[src/rtl/ieeedrv_sd_pkg.sv]
// Shared types and constants for the IEEE drive SD block-port arbiter.
package ieeedrv_sd_pkg;

    typedef enum logic [1:0] {
        IDLE,
        REQ,
        XFER,
        DONE
    } sd_state_t;

    localparam int LBAW_DEF = 32;
    localparam int BCW_DEF  = 6;
    localparam int GRW      = 3;

endpackage

[src/rtl/ieeedrv_rr_pick.sv]
// Combinational round-robin finder: first set request at or after ptr, wrapping modulo N.
module ieeedrv_rr_pick #(
    parameter int N  = 2,
    parameter int PW = (N > 1) ? $clog2(N) : 1
) (
    input  logic [N-1:0]  req,
    input  logic [PW-1:0] ptr,
    output logic          valid,
    output logic [PW-1:0] index
);

    logic [PW-1:0] pos;

    // Walk N positions starting at ptr; the first set request wins.
    always_comb begin
        valid = 1'b0;
        index = '0;
        pos   = '0;
        for (int unsigned k = 0; k < N; k++) begin
            pos = PW'((32'(ptr) + k) % N);
            if (!valid && req[pos]) begin
                valid = 1'b1;
                index = pos;
            end
        end
    end

endmodule

[src/rtl/ieeedrv_sd_arb.sv]
// Round-robin arbiter funnelling per-device SD block requests onto one host SD port.
module ieeedrv_sd_arb
    import ieeedrv_sd_pkg::*;
#(
    parameter int NBD  = 2,
    parameter int LBAW = LBAW_DEF,
    parameter int BCW  = BCW_DEF
) (
    input  logic                clk_sys,
    input  logic                reset_n,
    input  logic [NBD*LBAW-1:0] dev_lba,
    input  logic [NBD*BCW-1:0]  dev_blk_cnt,
    input  logic [NBD-1:0]      dev_rd,
    input  logic [NBD-1:0]      dev_wr,
    output logic [NBD-1:0]      dev_ack,
    input  logic [NBD*8-1:0]    dev_buff_din,
    output logic [LBAW-1:0]     host_lba,
    output logic [BCW-1:0]      host_blk_cnt,
    output logic                host_rd,
    output logic                host_wr,
    input  logic                host_ack,
    output logic [7:0]          host_buff_din,
    output logic                busy,
    output logic [GRW-1:0]      grant
);

    localparam int PW = (NBD > 1) ? $clog2(NBD) : 1;

    logic [LBAW-1:0] lba_arr [NBD];
    logic [BCW-1:0]  blk_arr [NBD];
    logic [7:0]      din_arr [NBD];
    logic [NBD-1:0]  req;

    logic            pick_valid;
    logic [PW-1:0]   pick_idx;

    sd_state_t       state, state_n;
    logic [PW-1:0]   ptr, ptr_n;
    logic [PW-1:0]   gnt, gnt_n;
    logic [LBAW-1:0] lba_n;
    logic [BCW-1:0]  blk_n;
    logic            rd_n, wr_n, busy_n;
    logic [NBD-1:0]  ack_n;

    for (genvar i = 0; i < NBD; i++) begin : g_unpack
        assign lba_arr[i] = dev_lba[i*LBAW +: LBAW];
        assign blk_arr[i] = dev_blk_cnt[i*BCW +: BCW];
        assign din_arr[i] = dev_buff_din[i*8 +: 8];
    end

    assign req           = dev_rd | dev_wr;
    assign grant         = GRW'(gnt);
    assign host_buff_din = din_arr[gnt];

    ieeedrv_rr_pick #(
        .N  (NBD),
        .PW (PW)
    ) u_pick (
        .req   (req),
        .ptr   (ptr),
        .valid (pick_valid),
        .index (pick_idx)
    );

    // Next-state and next-output decode for the grant/handshake sequence.
    always_comb begin
        state_n = state;
        ptr_n   = ptr;
        gnt_n   = gnt;
        lba_n   = host_lba;
        blk_n   = host_blk_cnt;
        rd_n    = host_rd;
        wr_n    = host_wr;
        ack_n   = dev_ack;
        busy_n  = busy;
        case (state)
            IDLE: begin
                if (pick_valid) begin
                    gnt_n   = pick_idx;
                    lba_n   = lba_arr[pick_idx];
                    blk_n   = blk_arr[pick_idx];
                    busy_n  = 1'b1;
                    wr_n    = dev_wr[pick_idx];
                    rd_n    = ~dev_wr[pick_idx];
                    state_n = REQ;
                end
            end
            REQ: begin
                // host_ack is tested first so it beats a simultaneous request drop
                if (host_ack) begin
                    rd_n       = 1'b0;
                    wr_n       = 1'b0;
                    ack_n      = '0;
                    ack_n[gnt] = 1'b1;
                    state_n    = XFER;
                end else if (!req[gnt]) begin
                    rd_n    = 1'b0;
                    wr_n    = 1'b0;
                    state_n = DONE;
                end
            end
            XFER: begin
                ack_n      = '0;
                ack_n[gnt] = host_ack;
                if (!host_ack) begin
                    state_n = DONE;
                end
            end
            DONE: begin
                ptr_n   = (gnt == PW'(NBD - 1)) ? '0 : gnt + PW'(1);
                busy_n  = 1'b0;
                state_n = IDLE;
            end
            default: state_n = IDLE;
        endcase
    end

    // State and registered outputs; reset clears everything without a clock.
    always_ff @(posedge clk_sys or negedge reset_n) begin
        if (!reset_n) begin
            state        <= IDLE;
            ptr          <= '0;
            gnt          <= '0;
            host_lba     <= '0;
            host_blk_cnt <= '0;
            host_rd      <= 1'b0;
            host_wr      <= 1'b0;
            dev_ack      <= '0;
            busy         <= 1'b0;
        end else begin
            state        <= state_n;
            ptr          <= ptr_n;
            gnt          <= gnt_n;
            host_lba     <= lba_n;
            host_blk_cnt <= blk_n;
            host_rd      <= rd_n;
            host_wr      <= wr_n;
            dev_ack      <= ack_n;
            busy         <= busy_n;
        end
    end

endmodule
[config.mk]
export PLATFORM = sky130hd
export DESIGN_NAME = ieeedrv_sd_arb
export DESIGN_NICKNAME = d
export VERILOG_FILES = /design/src/rtl/ieeedrv_sd_pkg.sv /design/src/rtl/ieeedrv_rr_pick.sv /design/src/rtl/ieeedrv_sd_arb.sv
export SDC_FILE = /design/constraint.sdc
export NUM_CORES = 1
export LEC_CHECK = 0
export CAP_MARGIN = 30
export CORE_UTILIZATION = 40
export CTS_CLUSTER_DIAMETER = 100
export DETAILED_ROUTE_END_ITERATION = 10
export GPL_ROUTABILITY_DRIVEN = 0
export GPL_TIMING_DRIVEN = 0
export MAX_ROUTING_LAYER = met4
export PLACE_DENSITY_LB_ADDON = 0.05
export SKIP_CTS_REPAIR_TIMING = 1
export SYNTH_ARGS = -nofsm -noshare
export SYNTH_HDL_FRONTEND = slang
export SYNTH_SLANG_ARGS = --single-unit
export TNS_END_PERCENT = 10
[constraint.sdc]
create_clock -name clk_sys -period 4.19 [get_ports clk_sys]
set_input_delay 0.838 -clock clk_sys [delete_from_list [all_inputs] [get_ports clk_sys]]
set_output_delay 0.838 -clock clk_sys [all_outputs]
set_load 0.01 [all_outputs]
==> run summary, run 1 <==
Number of placement rows: 28. In this run the count of I/O pins placed on the die edge is 153. The run gives 0.415 as the starting utilization of the core area. The tools report the total global routing track utilization as 0.219. The worst path buffer plus inverter count was 2; the post-route clock period utilization was 0.674. The total overflow left after global routing is 0.

The average cell area after synthesis came out at 10.4 sq um. The run finished with clean final reports. The tools report the worst slew margin relative to its limit as 0.657. The count of input and output buffers is 150, and the register bit count reported by yosys is 47. The share of layout cells above drive strength 1 was 0.122. The tools report the number of diodes as 0. Traced cell by cell, the critical path runs through clkdlybuf4s50_1, mux2_2, clkdlybuf4s50_1.

The time the worst path needs with I/O delays and setup is 2.83 ns. The final layout contains routed wiring with a total length of 6.51 mm. The count of different cell masters after synthesis is 30, and the full die area is 6450 sq um. The vertical die dimension works out to 80.3 um. The run gives 5 as the number of CTS-inserted buffers.

For the synthesized netlist cell count, the log shows 235. The vias after detailed routing is 2290. The post-route clock skew came out at 0.00469 ns. The tree built by TritonCTS fans out to 47 sinks. The worst setup path is captured at a primary output. The maximum resistive drop on vdd was 0.298 mV. Layout overhead on the synthesized area: 70.3%. For this run, the post-layout net count is 498. STA puts the critical path data arrival time at 1.99 ns. The tools report the count of synthesis-stage warnings from yosys as 0. Setup violations remaining at the end of the flow were counted as 0.

Max-cap violations in this run came to 0. The run gives 2450 sq um as the synthesized cell area. No sink is reached through more buffers than the 2 on the longest clock path.

The horizontal die dimension works out to 80.3 um. Grouping stages by cell kind, the critical path spends the most delay in buffers and inverters. The number of max-slew violations in the final report was 0.

In the synthesized netlist, the cells that appear most often are 47 x sky130_fd_sc_hd__dfrtp_1, 43 x sky130_fd_sc_hd__nand2_1, 39 x sky130_fd_sc_hd__o21ai_0. The number of nets with antenna violations after detailed routing came out at 0. In this run, the number of DRC markers left after iteration 0 of detailed routing was 34.

The transition time at the pin with the least slew margin works out to 0.515 ns. Dominant synthesized flop cell: sky130_fd_sc_hd__dfrtp_1. Setup repair after global routing left no endpoint under its margin. The highest clock frequency the design can meet was 0.354 GHz. In this run the worst hold path is classified as reg2reg. The filler cells instantiated in the layout total 502. Among all cell types in the netlist, the one instantiated most often is sky130_fd_sc_hd__dfrtp_1. For this run, the slowest stage of the critical path takes 0.48 ns.

The analysis attributes to cell leakage a power of 1.83 nW. The sum of net half-perimeters after detailed placement was 5.12 mm. The worst setup path category is in2out. Setup total negative slack on the finished layout was measured at 0 ns. Cell repeated most along the worst path: sky130_fd_sc_hd__clkdlybuf4s50_1. Entering global routing, the biggest net connects 28 pins.

In this run, synthesis inferred 0 flip-flops with an integrated enable. Summed over all instances, the cell type with the most area after synthesis is sky130_fd_sc_hd__dfrtp_1. The final hold violation count is 0, and the number of optimization iterations in the first detailed-route pass is 4. The critical path launch point type is a primary input.

The logs give 2 for the number of levels in the clock H-tree and 0.706 for the core utilization of the finished layout. The logs give 3.35 ns for the data required time of the critical path and 2196 for the via count of the first global-routing pass. The later pin in the worst-skew pair is clocked with a latency of 0.30 ns. TritonCTS built the clock tree. Dividing total power by cell area gives a power density of 618 nW/um^2. After detailed routing, the average wire length per cell comes to 13.9 um. Maximum fanout encountered on the critical timing path: 1.

Clock tree synthesis selected as its root buffer the cell sky130_fd_sc_hd__clkbuf_8. Clock-pin slew was measured on the worst setup and hold paths at 0.09 ns. The number of antenna violations at the first check in global routing is 0, and the first-pass GRT wire length is 10.5 mm.

The sequential element share of the synthesized area is 0.479, and the share of synthesized flip-flops with an asynchronous set or reset is 1.00. The slowest stage of the critical path belongs to the cell sky130_fd_sc_hd__clkdlybuf4s50_1. The core area was 5920 sq um. The post-route DRC violation count came out at 0. The area share of the leading cell type in the synthesized netlist was 0.479. The via density per instance is 4.87.

In the post-synthesis netlist, the biggest area contributors are sky130_fd_sc_hd__dfrtp_1 48%, sky130_fd_sc_hd__mux2i_1 15%, sky130_fd_sc_hd__o21ai_0 8.0%.
## report_power, final
part           leakage [nW]  total [mW]  internal, mW  switching (mW)
sequential            0.580       0.800         0.676           0.124
combinational          1.19        1.45         0.783           0.669
clock                0.0581       0.331         0.178           0.154
## state kept, by name (all words and copies together), names as in the netlist
| register | flops |
|---|---|
| busy | 1 |
| dev_ack | 2 |
| gnt | 1 |
| host_blk_cnt | 6 |
| host_lba | 32 |
| host_rd | 1 |
| host_wr | 1 |
| ptr | 1 |
| state | 2 |
## path summary, 6_finish.rpt
path	start	end	slack (ns)	cells past startpoint
min	host_blk_cnt[4]$_DFFE_PN0P_	host_blk_cnt[4]$_DFFE_PN0P_	0.48	2
max reg2reg	state[1]$_DFFE_PN0P_	state[1]$_DFFE_PN0P_	2.37	6
max	dev_buff_din[12]	host_buff_din[4]	1.36	3
max in group asynchronous	reset_n	host_lba[4]$_DFFE_PN0P_	3.17	2
min in group asynchronous	reset_n	dev_ack[0]$_DFFE_PN0P_	0.50	1
min reg2reg	host_blk_cnt[4]$_DFFE_PN0P_	host_blk_cnt[4]$_DFFE_PN0P_	0.48	2
## area by class of cell
class	count	area, sq um	share of cell area
timing repair buffer	151	1520	0.363
tap	75	93.8	0.0224
buffer	16	111	0.0266
inverter	4	15.0	0.00359
clock buffer	5	68.8	0.0165
multi-input combinational	169	1160	0.276
clock inverter	3	43.8	0.0105
sequential	47	1180	0.281
## tightest hold or removal path: stages (launching register included)
cell	delay, ns
sky130_fd_sc_hd__dfrtp_1	0.35
sky130_fd_sc_hd__nand2_1	0.06
sky130_fd_sc_hd__o21ai_2	0.05
## cell usage in the layout, fill, tap and decap left out
master,Yosys,final
sky130_fd_sc_hd__nor2_1,5,5
sky130_fd_sc_hd__o21ai_2,10,10
sky130_fd_sc_hd__clkdlybuf4s50_1,0,149
sky130_fd_sc_hd__o22ai_2,1,1
sky130_fd_sc_hd__o21ai_0,39,39
sky130_fd_sc_hd__clkinv_4,0,1
sky130_fd_sc_hd__clkinv_2,0,1
sky130_fd_sc_hd__nand2_1,43,43
sky130_fd_sc_hd__or4_1,1,1
sky130_fd_sc_hd__clkbuf_8,0,5
sky130_fd_sc_hd__nand2b_1,2,2
sky130_fd_sc_hd__mux2_1,1,1
sky130_fd_sc_hd__buf_4,5,5
sky130_fd_sc_hd__clkbuf_2,1,1
sky130_fd_sc_hd__buf_2,7,8
sky130_fd_sc_hd__dfrtp_1,47,47
sky130_fd_sc_hd__a211oi_1,1,1
sky130_fd_sc_hd__inv_1,4,4
sky130_fd_sc_hd__mux2_2,9,9
sky130_fd_sc_hd__ha_1,5,5
sky130_fd_sc_hd__a21boi_0,1,1
sky130_fd_sc_hd__nor4_1,1,1
sky130_fd_sc_hd__and2_1,1,1
sky130_fd_sc_hd__a21oi_1,2,2
sky130_fd_sc_hd__buf_12,0,1
sky130_fd_sc_hd__a31oi_1,1,1
sky130_fd_sc_hd__conb_1,1,2
sky130_fd_sc_hd__or4_4,1,1
sky130_fd_sc_hd__nand2_4,1,1
sky130_fd_sc_hd__mux2i_1,38,38
sky130_fd_sc_hd__nor2b_1,1,1
sky130_fd_sc_hd__bufinv_16,0,1
sky130_fd_sc_hd__a22o_1,1,1
sky130_fd_sc_hd__o2bb2ai_1,1,1
sky130_fd_sc_hd__buf_6,3,3
sky130_fd_sc_hd__nor3b_1,1,1
## stage by stage
| step | instances | setup WS (ns) | power [mW] | cell area, sq um | hold WS [ns] |
|---|---|---|---|---|---|
| floorplan | 236 | 2.24 | 1.55 | 2460 | 0.510 |
| global placement | 461 | 0.915 | 2.23 | 4050 | 0.460 |
| detailed placement | 462 | 1.37 | 2.28 | 4070 | 0.465 |
| CTS | 470 | 1.36 | 2.61 | 4180 | 0.485 |
| global route | 470 | 1.33 | 2.79 | 4180 | 0.497 |
| finish | 470 | 1.36 | 2.58 | 4180 | 0.482 |
## logic make-up after synthesis
family	synth area share
AOI/OAI and AO/OA	0.140
and+or+nand+nor	0.101
adders and majority gates	0.0255
muxes	0.201
other	0.00153
buffers and inverters	0.0515
DFF	0.479
## metal layers
metal	share of wire	vias up	routed length (um)	track usage
li1	-	1124	-	-
met1	0.41	1084	2690	0.254
met2	0.52	76	3360	0.382
met3	0.058	6	378	0.0432
met4	0.013	0	84	0.0643
met5	0	-	0	-
No activity file was read; power rests on OpenSTA's default activity.
==> inputs of run 2 (changes only) <==
- CORE_UTILIZATION: 40 -> 33
- clock period: 4.19 -> 2.3 ns (I/O delays scaled with it)
==> run summary, run 2 (synthesis results as in run 1) <==
The final layout contains 498 nets. For the data required time of the critical path, the log shows 1.84 ns. The first global-routing pass estimated 10.5 mm of wire. The insertion delay to the later sink of the worst-skew pair was 0.30 ns. The total power divided by cell area was 1120 nW/um^2; the number of nets with antenna violations after detailed routing was 0. The cell family contributing the most delay on the critical path is buffers and inverters. The slowest stage of the critical path belongs to the cell sky130_fd_sc_hd__clkdlybuf4s50_1. The clock period could shrink to 2.21 ns. Setup repair after global routing left no endpoint under its margin. Counting both buffers and inverters, the worst setup path holds a total of 2.

The tools report the number of diodes as 0. The highest clock frequency the design can meet is 0.452 GHz, and the final hold violation count is 0. The number of ports placed on the die boundary is 153. Via count of the first global-routing pass: 2208. The tools report the starting utilization of the core area as 0.340. For the worst slew margin relative to its limit, the log shows 0.628. For the total power of the final layout, the log shows 4.71 mW. STA classifies the critical path endpoint as a primary output. The run gives 26 as the number of violations reported at the end of detailed-routing iteration 0. For the area of all sequential standard cells, the log shows 1180 sq um. Root buffer cell: sky130_fd_sc_hd__clkbuf_8. Class of the worst hold path: in2async.

The routed layout has 2292 vias. The tools report the number of optimization iterations in the first detailed-route pass as 4. The number of max-slew violations in the final report came out at 0.

The flow ran to the end, and the final reports show no timing, DRC or antenna violations. The clock slew seen by the registers of the worst setup and hold paths is 0.09 ns. Register containing the most flip-flops in the final layout: host_lba. On the final layout, the worst clock skew is 0.00612 ns.

The placed instances occupy a cell area of 4100 sq um. The logs give 47 for the number of clock sinks and 5.17 mm for the sum of net half-perimeters after detailed placement. In this design, the stage delay of the slowest critical-path cell is 0.49 ns.

Walking the worst path, the cells encountered are buf_4, mux2_2, clkdlybuf4s50_1. The leakage power of the design is 1.83 nW, and the mean routed wirelength per cell is 13.4 um. For the overall overflow remaining after global route, the log shows 0. Relative to the synthesized area, the layout overhead comes to 71.7%. The final design instance area without fill was 4220 sq um. After floorplanning, the core was sized to cover 7210 sq um. Summing all multi-input logic gate instances after layout gives 1160 sq um. For the maximum number of pins on one net before global-route repair, the log shows 26. The run gives 1.75 ns as the data arrival time of the critical path.

The full die area is 7790 sq um, and the number of flip-flops in the largest register is 32. TritonCTS created 5 clock buffers. The share of layout cells above drive strength 1 came out at 0.124. Total global routing track utilization: 0.183. Critical path launch point type: a flop. The worst-case IR drop observed on VDD is 0.417 mV. The top cell types in the final layout, fill and taps aside, are 149 x sky130_fd_sc_hd__clkdlybuf4s50_1, 46 x sky130_fd_sc_hd__dfrtp_1, 43 x sky130_fd_sc_hd__nand2_1. The routed design has 6.63 mm of wire. TritonCTS built the clock tree.

The setup slack after placement was -0.0566 ns; the transition time at the pin with the least slew margin was 0.558 ns. The run gives 0 as the number of antenna violations at the first check in global routing. The fill cell instance count of the final layout came out at 689. After detailed routing, the number of vias per cell comes to 4.64. The clock tree synthesis step divided the H-tree into 2 levels. Row generation in the floorplan step produced 31 rows. Setup violations remaining at the end of the flow were counted as 0. The count of buffers added on input and output ports is 150. The vertical die dimension was 88.3 um.

Worst setup path category: reg2out. The most common cell after layout, fill and taps aside is sky130_fd_sc_hd__clkdlybuf4s50_1. The worst setup margin came out at 0.0890 ns.

The number of buffers on the longest clock path is 2, and the maximum fanout encountered on the critical timing path is 10. The die is 88.3 um wide. Max-cap violation count: 0.

After detailed routing, the number of remaining DRC violations is 0. Post-route clock period utilization: 0.961. The largest registers in the layout are host_lba x32, host_blk_cnt x6.
-- run 2: layer usage --
metal | GRT usage | part of all wire | up-vias
met1 | 0.216 | 0.42 | 1079
li1 | - | - | 1132
met5 | - | 0 | -
met4 | 0.0484 | 0.011 | 0
met3 | 0.0382 | 0.057 | 5
met2 | 0.316 | 0.51 | 76
-- run 2: path summary, 6_finish.rpt --
| path | start | end | slack, ns | cells past startpoint |
|---|---|---|---|---|
| min in group clk_sys | host_lba[8]$_DFFE_PN0P_ | host_lba[8]$_DFFE_PN0P_ | 0.48 | 2 |
| max in group asynchronous | reset_n | host_lba[14]$_DFFE_PN0P_ | 1.63 | 2 |
| hold reg to reg | host_lba[8]$_DFFE_PN0P_ | host_lba[8]$_DFFE_PN0P_ | 0.48 | 2 |
| hold / removal | reset_n | dev_ack[1]$_DFFE_PN0P_ | 0.14 | 1 |
| setup reg to reg | state[1]$_DFFE_PN0P_ | state[1]$_DFFE_PN0P_ | 0.53 | 6 |
| setup / recovery | gnt$_DFFE_PN0P_ | host_buff_din[0] | 0.09 | 3 |
-- run 2: where the power goes --
group | leakage [nW] | switching (mW) | internal, mW
Clock | 0.0581 | 0.291 | 0.324
Combinational | 1.19 | 1.20 | 1.43
Sequential | 0.578 | 0.231 | 1.23
Total | 1.83 | 1.72 | 2.99
-- run 2: cell type report --
cell class,count,area share
well taps,99,0.0294
multi-input cells,169,0.274
repair buffers,151,0.360
flip-flops and latches,47,0.279
inverters,4,0.00356
plain buffers,16,0.0270
clock buffers,5,0.0163
clock inverters,3,0.0104
-- run 2: metrics by stage --
stage | hold WS (ns) | util | cells | TNS (ns)
5_1_grt | 0.180 | 0.584 | 494 | 0
6_report | 0.137 | 0.584 | 494 | 0
4_1_cts | 0.154 | 0.584 | 494 | -0.176
2_1_floorplan | 0.164 | - | 236 | 0
3_3_place_gp | 0.459 | 0.566 | 485 | -31.50
3_5_place_dp | 0.469 | 0.568 | 486 | -0.152
-- run 2: worst register-to-register path, cell delays in order, from the launching register on --
cell	delay, ns
sky130_fd_sc_hd__dfrtp_1	0.43
sky130_fd_sc_hd__inv_1	0.11
sky130_fd_sc_hd__ha_1	0.23
sky130_fd_sc_hd__nand2b_1	0.11
sky130_fd_sc_hd__a211oi_1	0.35
sky130_fd_sc_hd__nor2_1	0.10
sky130_fd_sc_hd__mux2_1	0.32
